--- config.mk ---
export PLATFORM = sky130hd
export DESIGN_NAME = pep_ldb_blram_feed_flat
export DESIGN_NICKNAME = d
export VERILOG_FILES = /design/src/rtl/pep_ldb_blram_feed_if.sv /design/src/rtl/pep_ldb_blram_feed.sv /design/src/flat_wrapper.sv
export SDC_FILE = /design/constraint.sdc
export NUM_CORES = 2
export LEC_CHECK = 0
export ABC_CLOCK_PERIOD_IN_PS = 34500
export CORE_AREA = 2 2 317 319
export CTS_BUF_LIST = sky130_fd_sc_hd__clkbuf_16
export DETAILED_ROUTE_END_ITERATION = 6
export DIE_AREA = 0 0 319 321
export PLACE_DENSITY = 0.6
export SKIP_CTS_REPAIR_TIMING = 1
export SLEW_MARGIN = 20
export SYNTH_ARGS = -nofsm -noshare
export SYNTH_HDL_FRONTEND = slang
export SYNTH_SLANG_ARGS = --single-unit
--- constraint.sdc ---
create_clock -name clk -period 34.5 [get_ports clk]
set_input_delay 5.175 -clock clk [delete_from_list [all_inputs] [get_ports clk]]
set_output_delay 5.175 -clock clk [all_outputs]
set_load 0.005 [all_outputs]
--- src/rtl/pep_ldb_blram_feed_if.sv ---
// pep_ldb_blram_feed_if
//   Bundles the command stream, the wide coefficient stream, the write bus
//   into the key-switch BLWE RAM and the completion pulse.
//   master : the feeder (consumes cmd/in streams, drives the RAM write bus)
//   slave  : the environment (drives cmd/in streams, observes writes/done)
// Ports (all inside the interface):
//   cmd_pid, cmd_pbs_last, cmd_vld, cmd_rdy       : one command per BLWE
//   in_data, in_vld, in_rdy                       : IN_COEF_NB coefs per beat
//   ldb_blram_wr_en/_pid/_data/_pbs_last          : per-subword write bus
//   ldb_done, ldb_done_pid                        : BLWE completion pulse
interface pep_ldb_blram_feed_if #(
  parameter int IN_COEF_NB    = 16,
  parameter int KS_IF_SUBW_NB = 2,
  parameter int KS_IF_COEF_NB = 4,
  parameter int MOD_Q_W       = 32,
  parameter int PID_W         = 6
);
  logic [PID_W-1:0]                                    cmd_pid;
  logic                                                cmd_pbs_last;
  logic                                                cmd_vld;
  logic                                                cmd_rdy;
  logic [IN_COEF_NB*MOD_Q_W-1:0]                       in_data;
  logic                                                in_vld;
  logic                                                in_rdy;
  logic [KS_IF_SUBW_NB-1:0]                            ldb_blram_wr_en;
  logic [KS_IF_SUBW_NB*PID_W-1:0]                      ldb_blram_wr_pid;
  logic [KS_IF_SUBW_NB*KS_IF_COEF_NB*MOD_Q_W-1:0]      ldb_blram_wr_data;
  logic [KS_IF_SUBW_NB-1:0]                            ldb_blram_wr_pbs_last;
  logic                                                ldb_done;
  logic [PID_W-1:0]                                    ldb_done_pid;

  modport master (
    input  cmd_pid, cmd_pbs_last, cmd_vld, in_data, in_vld,
    output cmd_rdy, in_rdy,
    output ldb_blram_wr_en, ldb_blram_wr_pid, ldb_blram_wr_data, ldb_blram_wr_pbs_last,
    output ldb_done, ldb_done_pid
  );

  modport slave (
    output cmd_pid, cmd_pbs_last, cmd_vld, in_data, in_vld,
    input  cmd_rdy, in_rdy,
    input  ldb_blram_wr_en, ldb_blram_wr_pid, ldb_blram_wr_data, ldb_blram_wr_pbs_last,
    input  ldb_done, ldb_done_pid
  );
endinterface

--- src/rtl/pep_ldb_blram_feed.sv ---
// pep_ldb_blram_feed
//   Transmit end of the key-switch BLWE load interface. Accepts one command
//   per BLWE, then serializes the wide coefficient beats of that BLWE into
//   KS_IF_SUBW_NB x KS_IF_COEF_NB write chunks on the ldb_blram_wr_* bus,
//   one chunk per cycle, and pulses ldb_done once the BLWE is written.
// Ports:
//   clk   : clock
//   a_rst : asynchronous reset, active-high
//   bus   : pep_ldb_blram_feed_if.master (cmd stream, data stream, write bus,
//           done pulse)
//
// state | meaning
// ------+----------------------------------------------------------------
// IDLE  | waiting for a command (cmd_rdy=1)
// LOAD  | waiting for the next input beat of the current BLWE (in_rdy=1)
// SER   | the write bus currently shows a valid chunk of the buffered beat
//
// The write-bus registers are loaded one cycle ahead of the SER cycle that
// shows them: accepting a beat loads its chunk 0 straight from in_data, so a
// beat accepted at cycle t is written at t+1, and a beat accepted during the
// last chunk of the previous beat follows without a bubble.
module pep_ldb_blram_feed #(
  parameter int BLWE_COEF_NB  = 2048,
  parameter int IN_COEF_NB    = 16,
  parameter int KS_IF_SUBW_NB = 2,
  parameter int KS_IF_COEF_NB = 4,
  parameter int MOD_Q_W       = 32,
  parameter int PID_W         = 6
) (
  input logic                  clk,
  input logic                  a_rst,
  pep_ldb_blram_feed_if.master bus
);
  localparam int CHUNK_COEF_NB = KS_IF_SUBW_NB * KS_IF_COEF_NB;
  localparam int R             = IN_COEF_NB / CHUNK_COEF_NB;
  localparam int CHUNK_W       = (R > 1) ? $clog2(R) : 1;
  localparam int IDX_W         = $clog2(BLWE_COEF_NB + CHUNK_COEF_NB) + 1;
  localparam int SUBW_DW       = KS_IF_COEF_NB * MOD_Q_W;
  localparam int CHUNK_DW      = CHUNK_COEF_NB * MOD_Q_W;

  localparam logic [IDX_W-1:0]   BLWE_END   = IDX_W'(BLWE_COEF_NB);
  localparam logic [IDX_W-1:0]   CHUNK_STEP = IDX_W'(CHUNK_COEF_NB);
  localparam logic [CHUNK_W-1:0] CHUNK_LAST = CHUNK_W'(R - 1);

  typedef enum logic [1:0] {IDLE, LOAD, SER} state_t;

  state_t state, state_nxt;

  logic [PID_W-1:0]                  pid_q;
  logic                              pbs_last_q;
  logic [R-1:0][CHUNK_DW-1:0]        buf_q;
  logic [CHUNK_W-1:0]                chunk_q, chunk_nxt;
  logic [IDX_W-1:0]                  coef_idx_q, coef_idx_nxt;

  logic [KS_IF_SUBW_NB-1:0]          wr_en_q;
  logic [KS_IF_SUBW_NB*PID_W-1:0]    wr_pid_q;
  logic [CHUNK_DW-1:0]               wr_data_q;
  logic [KS_IF_SUBW_NB-1:0]          wr_pbs_last_q;
  logic                              done_q;
  logic [PID_W-1:0]                  done_pid_q;

  logic                              cmd_rdy_c, in_rdy_c;
  logic                              cmd_take, done_set;
  logic [IDX_W-1:0]                  idx_step;
  logic                              ser_blwe_end, ser_beat_end;

  // chunk loader: selects the chunk to present on the write bus next cycle
  logic                              ld_go, ld_from_in;
  logic [CHUNK_W-1:0]                ld_chunk;
  logic [IDX_W-1:0]                  ld_idx;
  logic [R-1:0][CHUNK_DW-1:0]        ld_src;
  logic [CHUNK_DW-1:0]               ld_chunk_data;
  logic [KS_IF_SUBW_NB-1:0]          ld_en;
  logic [CHUNK_DW-1:0]               ld_data;
  logic [KS_IF_SUBW_NB-1:0]          ld_pbs_last;

  always_comb begin
    ld_src        = ld_from_in ? bus.in_data : buf_q;
    ld_chunk_data = ld_src[ld_chunk];
    ld_en         = '0;
    ld_data       = '0;
    ld_pbs_last   = '0;
    // subwords that start past the BLWE end are disabled and zeroed
    for (int j = 0; j < KS_IF_SUBW_NB; j++) begin
      if ((ld_idx + IDX_W'(j * KS_IF_COEF_NB)) < BLWE_END) begin
        ld_en[j]                     = 1'b1;
        ld_data[j*SUBW_DW +: SUBW_DW] = ld_chunk_data[j*SUBW_DW +: SUBW_DW];
      end
    end
    ld_pbs_last[0] = pbs_last_q && ((ld_idx + CHUNK_STEP) >= BLWE_END);
  end

  always_comb begin
    state_nxt    = state;
    cmd_rdy_c    = 1'b0;
    in_rdy_c     = 1'b0;
    cmd_take     = 1'b0;
    done_set     = 1'b0;
    ld_go        = 1'b0;
    ld_from_in   = 1'b0;
    ld_chunk     = '0;
    ld_idx       = coef_idx_q;
    chunk_nxt    = chunk_q;
    coef_idx_nxt = coef_idx_q;
    idx_step     = coef_idx_q + CHUNK_STEP;
    ser_blwe_end = (idx_step >= BLWE_END);
    ser_beat_end = (chunk_q == CHUNK_LAST) || ser_blwe_end;

    case (state)
      IDLE: begin
        cmd_rdy_c = 1'b1;
        if (bus.cmd_vld) begin
          cmd_take     = 1'b1;
          coef_idx_nxt = '0;
          state_nxt    = LOAD;
        end
      end

      LOAD: begin
        in_rdy_c = 1'b1;
        if (bus.in_vld) begin
          ld_go      = 1'b1;
          ld_from_in = 1'b1;
          chunk_nxt  = '0;
          state_nxt  = SER;
        end
      end

      SER: begin
        if (ser_blwe_end) begin
          // final chunk on the bus: done next cycle, next command may start now
          cmd_rdy_c = 1'b1;
          done_set  = 1'b1;
          if (bus.cmd_vld) begin
            cmd_take     = 1'b1;
            coef_idx_nxt = '0;
            state_nxt    = LOAD;
          end else begin
            state_nxt = IDLE;
          end
        end else if (ser_beat_end) begin
          in_rdy_c     = 1'b1;
          coef_idx_nxt = idx_step;
          if (bus.in_vld) begin
            ld_go      = 1'b1;
            ld_from_in = 1'b1;
            ld_idx     = idx_step;
            chunk_nxt  = '0;
          end else begin
            state_nxt = LOAD;
          end
        end else begin
          ld_go        = 1'b1;
          ld_chunk     = chunk_q + CHUNK_W'(1);
          ld_idx       = idx_step;
          chunk_nxt    = chunk_q + CHUNK_W'(1);
          coef_idx_nxt = idx_step;
        end
      end

      default: state_nxt = IDLE;
    endcase
  end

  always_ff @(posedge clk or posedge a_rst) begin
    if (a_rst) state <= IDLE;
    else       state <= state_nxt;
  end

  always_ff @(posedge clk or posedge a_rst) begin
    if (a_rst) begin
      pid_q         <= '0;
      pbs_last_q    <= 1'b0;
      buf_q         <= '0;
      chunk_q       <= '0;
      coef_idx_q    <= '0;
      wr_en_q       <= '0;
      wr_pid_q      <= '0;
      wr_data_q     <= '0;
      wr_pbs_last_q <= '0;
      done_q        <= 1'b0;
      done_pid_q    <= '0;
    end else begin
      chunk_q    <= chunk_nxt;
      coef_idx_q <= coef_idx_nxt;
      done_q     <= done_set;
      if (cmd_take) begin
        pid_q      <= bus.cmd_pid;
        pbs_last_q <= bus.cmd_pbs_last;
      end
      if (ld_go && ld_from_in) buf_q <= bus.in_data;
      // done_pid takes the pid of the BLWE just finished, not the new command
      if (done_set) done_pid_q <= pid_q;
      if (ld_go) begin
        wr_en_q       <= ld_en;
        wr_pid_q      <= {KS_IF_SUBW_NB{pid_q}};
        wr_data_q     <= ld_data;
        wr_pbs_last_q <= ld_pbs_last;
      end else begin
        wr_en_q       <= '0;
        wr_pbs_last_q <= '0;
      end
    end
  end

  // handshake readies are forced low while reset is held
  assign bus.cmd_rdy               = cmd_rdy_c & ~a_rst;
  assign bus.in_rdy                = in_rdy_c & ~a_rst;
  assign bus.ldb_blram_wr_en       = wr_en_q;
  assign bus.ldb_blram_wr_pid      = wr_pid_q;
  assign bus.ldb_blram_wr_data     = wr_data_q;
  assign bus.ldb_blram_wr_pbs_last = wr_pbs_last_q;
  assign bus.ldb_done              = done_q;
  assign bus.ldb_done_pid          = done_pid_q;
endmodule

--- src/flat_wrapper.sv ---
// flat-port wrapper written by rule: the top's interface ports become plain ports
module pep_ldb_blram_feed_flat 
#(
  parameter int BLWE_COEF_NB  = 2048,
  parameter int IN_COEF_NB    = 16,
  parameter int KS_IF_SUBW_NB = 2,
  parameter int KS_IF_COEF_NB = 4,
  parameter int MOD_Q_W       = 32,
  parameter int PID_W         = 6
)
  (clk, a_rst, bus_cmd_pid, bus_cmd_pbs_last, bus_cmd_vld, bus_in_data, bus_in_vld, bus_cmd_rdy, bus_in_rdy, bus_ldb_blram_wr_en, bus_ldb_blram_wr_pid, bus_ldb_blram_wr_data, bus_ldb_blram_wr_pbs_last, bus_ldb_done, bus_ldb_done_pid);
  pep_ldb_blram_feed_if #(.IN_COEF_NB(IN_COEF_NB), .KS_IF_SUBW_NB(KS_IF_SUBW_NB), .KS_IF_COEF_NB(KS_IF_COEF_NB), .MOD_Q_W(MOD_Q_W), .PID_W(PID_W)) bus_i ();
  input logic clk;
  input logic a_rst;
  input wire logic [$bits(bus_i.cmd_pid)-1:0] bus_cmd_pid;
  input wire logic [$bits(bus_i.cmd_pbs_last)-1:0] bus_cmd_pbs_last;
  input wire logic [$bits(bus_i.cmd_vld)-1:0] bus_cmd_vld;
  input wire logic [$bits(bus_i.in_data)-1:0] bus_in_data;
  input wire logic [$bits(bus_i.in_vld)-1:0] bus_in_vld;
  output wire logic [$bits(bus_i.cmd_rdy)-1:0] bus_cmd_rdy;
  output wire logic [$bits(bus_i.in_rdy)-1:0] bus_in_rdy;
  output wire logic [$bits(bus_i.ldb_blram_wr_en)-1:0] bus_ldb_blram_wr_en;
  output wire logic [$bits(bus_i.ldb_blram_wr_pid)-1:0] bus_ldb_blram_wr_pid;
  output wire logic [$bits(bus_i.ldb_blram_wr_data)-1:0] bus_ldb_blram_wr_data;
  output wire logic [$bits(bus_i.ldb_blram_wr_pbs_last)-1:0] bus_ldb_blram_wr_pbs_last;
  output wire logic [$bits(bus_i.ldb_done)-1:0] bus_ldb_done;
  output wire logic [$bits(bus_i.ldb_done_pid)-1:0] bus_ldb_done_pid;
  assign bus_i.cmd_pid = bus_cmd_pid;
  assign bus_i.cmd_pbs_last = bus_cmd_pbs_last;
  assign bus_i.cmd_vld = bus_cmd_vld;
  assign bus_i.in_data = bus_in_data;
  assign bus_i.in_vld = bus_in_vld;
  assign bus_cmd_rdy = bus_i.cmd_rdy;
  assign bus_in_rdy = bus_i.in_rdy;
  assign bus_ldb_blram_wr_en = bus_i.ldb_blram_wr_en;
  assign bus_ldb_blram_wr_pid = bus_i.ldb_blram_wr_pid;
  assign bus_ldb_blram_wr_data = bus_i.ldb_blram_wr_data;
  assign bus_ldb_blram_wr_pbs_last = bus_i.ldb_blram_wr_pbs_last;
  assign bus_ldb_done = bus_i.ldb_done;
  assign bus_ldb_done_pid = bus_i.ldb_done_pid;
  pep_ldb_blram_feed #(.BLWE_COEF_NB(BLWE_COEF_NB), .IN_COEF_NB(IN_COEF_NB), .KS_IF_SUBW_NB(KS_IF_SUBW_NB), .KS_IF_COEF_NB(KS_IF_COEF_NB), .MOD_Q_W(MOD_Q_W), .PID_W(PID_W)) u_core (.clk(clk), .a_rst(a_rst), .bus(bus_i));
endmodule
==> metrics <==
H-tree levels 3; Setup CP Type in2out; FF-to-FF End u_core.bus.ldb_blram_wr_data[224]; DR WL/cell roughly 20 um; most frequent cell after synthesis nand2_1; Top Ports around 800; Tot Pwr between 4 and 5 mW; Seq cells post-synth ~810; clock-pin slew on the worst setup and hold paths ~0.060 ns; RR Startpoint u_core.coef_idx_q[3]; TritonCTS Buffers just over 90; CTS tree yes; unrepaired setup endpoints after global routing false; Overflow after GRT 0; first-pass GRT wire length roughly 180000 um; post-synth net total roughly 4300; GPL Wtd Cong approximately 0.83; Worst EP arrival 6.52 ns; Distinct cells, synth 47; Multi-input gate area roughly 0.014 mm^2; CP startpoint a_rst; Core Area approximately 0.099 mm^2; remaining antenna violation count 0; detailed placement HPWL 75260 um; die span in y ~320 um; Seq/Total Area, Yosys 57.20%; fin crit period around 12 ns; synth warn 0; top post-synthesis cells by count nand2_1, dfrtp_1, nand3_1, a32o_1, clkbuf_1; Netlist Area Pre-Place 0.03522 mm^2; share of post-route cells with drive strength above 1 slightly below 7%; Mapped Cells 3800; R2R depth 11; die area about 0.10 mm^2; Final setup viols 0; largest net degree at the start of global routing roughly 190; CTS sink count 805; DR vias/cell 5.093; DRC Markers 0; Max Clk Rate 85.49 MHz; CP startpoint kind input port; share of the synthesized area in the top cell type a little under three fifths; drt first pass iters 5; Power per Cell Area roughly 90 mW/mm^2; EDFF count, synth 0; Sequential Area 0.02014 mm^2; die width 319 um; via total after detailed routing about 30000; # Max-Cap Violations 0; Nets between 4000 and 5000; worst setup path end bus_in_rdy; Setup TNS Final 0 ns; Max clock buf depth 3; Fill cells 9517; Final Routed Wirelength approximately 120000 um; Layout area overhead 33.52%; CTS Root Cell clkbuf_16; Main synth FF type dfrtp_1; leakage power ~22 nW; outcome finished clean; Rows 116; Pins Over Slew Limit 0; GRT Overall Usage 22.12%; Clock Skew around 0.020 ns; syn_area_per_cell between 9 and 10 um^2; area leader, netlist dfrtp_1; Final period util 33.90%; r2r setup slk 28.25 ns; final hold vios 0; Hold WC Path Type reg2reg; CP max FO 3; initial antenna violation count 45; vias in the first global route a little under 30000; Worst VDD drop between 0.06 and 0.07 mV; Crit path required time approximately 29 ns; Starting Density roughly 35%; worst slew pin tran 1.006 ns; fraction of registers with async set/reset between 90% and 100%; Initial DRC Count ~2600; Clock Latency Late Sink 0.67 ns; Area contributors post-synth dfrtp_1, nand2_1, a32o_1; Worst slew margin about 33%; CP Capture Type primary output; I/O Buffers 802
critical path: stages:
cell and delay (ns):
clkdlybuf4s50_1 0.53, nor3b_1 0.28, clkdlybuf4s50_1 0.54
sequential cells by signal, summed over array words and instances, names as in the netlist:
signal                            flops
u_core.bus.ldb_blram_wr_pbs_last      1
u_core.chunk_q                        1
u_core.bus.ldb_done                   1
u_core.bus.ldb_done_pid               6
u_core.buf_q                        512
u_core.bus.ldb_blram_wr_data        256
u_core.coef_idx_q                    11
u_core.pid_q                          6
u_core.bus.ldb_blram_wr_en            2
u_core.bus.ldb_blram_wr_pid           6
u_core.pbs_last_q                     1
u_core.state                          2
placed cells by master, fill, tap and decap left out, types with 4 or more instances in the layout:
| cell | count |
|---|---|
| clkinv_2 | 13 |
| nand3_1 | 390 |
| bufinv_16 | 5 |
| dfrtp_1 | 805 |
| a21oi_1 | 7 |
| nand4_1 | 4 |
| nand2_1 | 1704 |
| buf_4 | 36 |
| inv_1 | 38 |
| ha_1 | 5 |
| buf_12 | 4 |
| nor2_1 | 10 |
| a32o_1 | 256 |
| diode_2 | 24 |
| clkbuf_16 | 93 |
| o21ai_0 | 11 |
| nand2b_1 | 131 |
| mux2_2 | 141 |
| clkinv_1 | 18 |
| clkdlybuf4s50_1 | 802 |
| and3_1 | 6 |
metal layers:
layer  track usage (%)  routed length [um]
met4             7.233                2987
met2             34.52               53360
met5                 0                 250
met1             27.99               48480
met3             8.859               11460
kinds of logic after synthesis:
kind of cell    count (synthesis)  synth area share (%)
fa+ha+maj                       5                0.1776
flops                         805                 57.20
buf+inv                       288                 3.358
simple gates                 2258                 26.56
other cells                     1               0.01065
xor+xnor                        1               0.02487
compound gates                300                 8.129
mux                           142                 4.537
worst min path at each step:
stage                            from                 to  slack, ns  cells after the start
floorplan           u_core.buf_q[256]  u_core.buf_q[256]       0.43                      2
finish              u_core.buf_q[318]  u_core.buf_q[318]       0.46                      2
detailed placement  u_core.buf_q[334]  u_core.buf_q[334]       0.45                      2
global placement    u_core.buf_q[268]  u_core.buf_q[268]       0.44                      2
global route        u_core.buf_q[317]  u_core.buf_q[317]       0.48                      2
CTS                 u_core.buf_q[318]  u_core.buf_q[318]       0.46                      2
power breakdown:
part	total, mW	internal (mW)	switching (mW)
Combinational	1.72	0.791	0.926
Clock	0.929	0.526	0.403
Sequential	1.56	1.37	0.191
final cells by class:
type / count / share of cell area (%)
Clock buffer: 93 / 4.949
Multi-Input combinational cell: 2707 / 29.68
Tap cell: 1298 / 3.454
Inverter: 10 / 0.09580
Sequential cell: 805 / 42.84
Timing Repair Buffer: 842 / 17.82
Antenna cell: 24 / 0.1277
Clock inverter: 73 / 1.030
per-stage QoR:
step                      worst slack [ns]  hold slack, ns  util (%)  area (um^2)  std cells
after floorplan                      6.718          0.4325         -        35220       3800
after global placement               22.86          0.4426     44.47        44150       5662
after detailed placement             22.82          0.4494     44.47        44150       5662
after CTS                            22.81          0.4618     47.30        46960       5828
after global routing                 22.76          0.4760     47.33        46980       5837
final                                22.80          0.4584     47.36        47020       5852
Note: power is estimated with default switching activity, not from simulation.
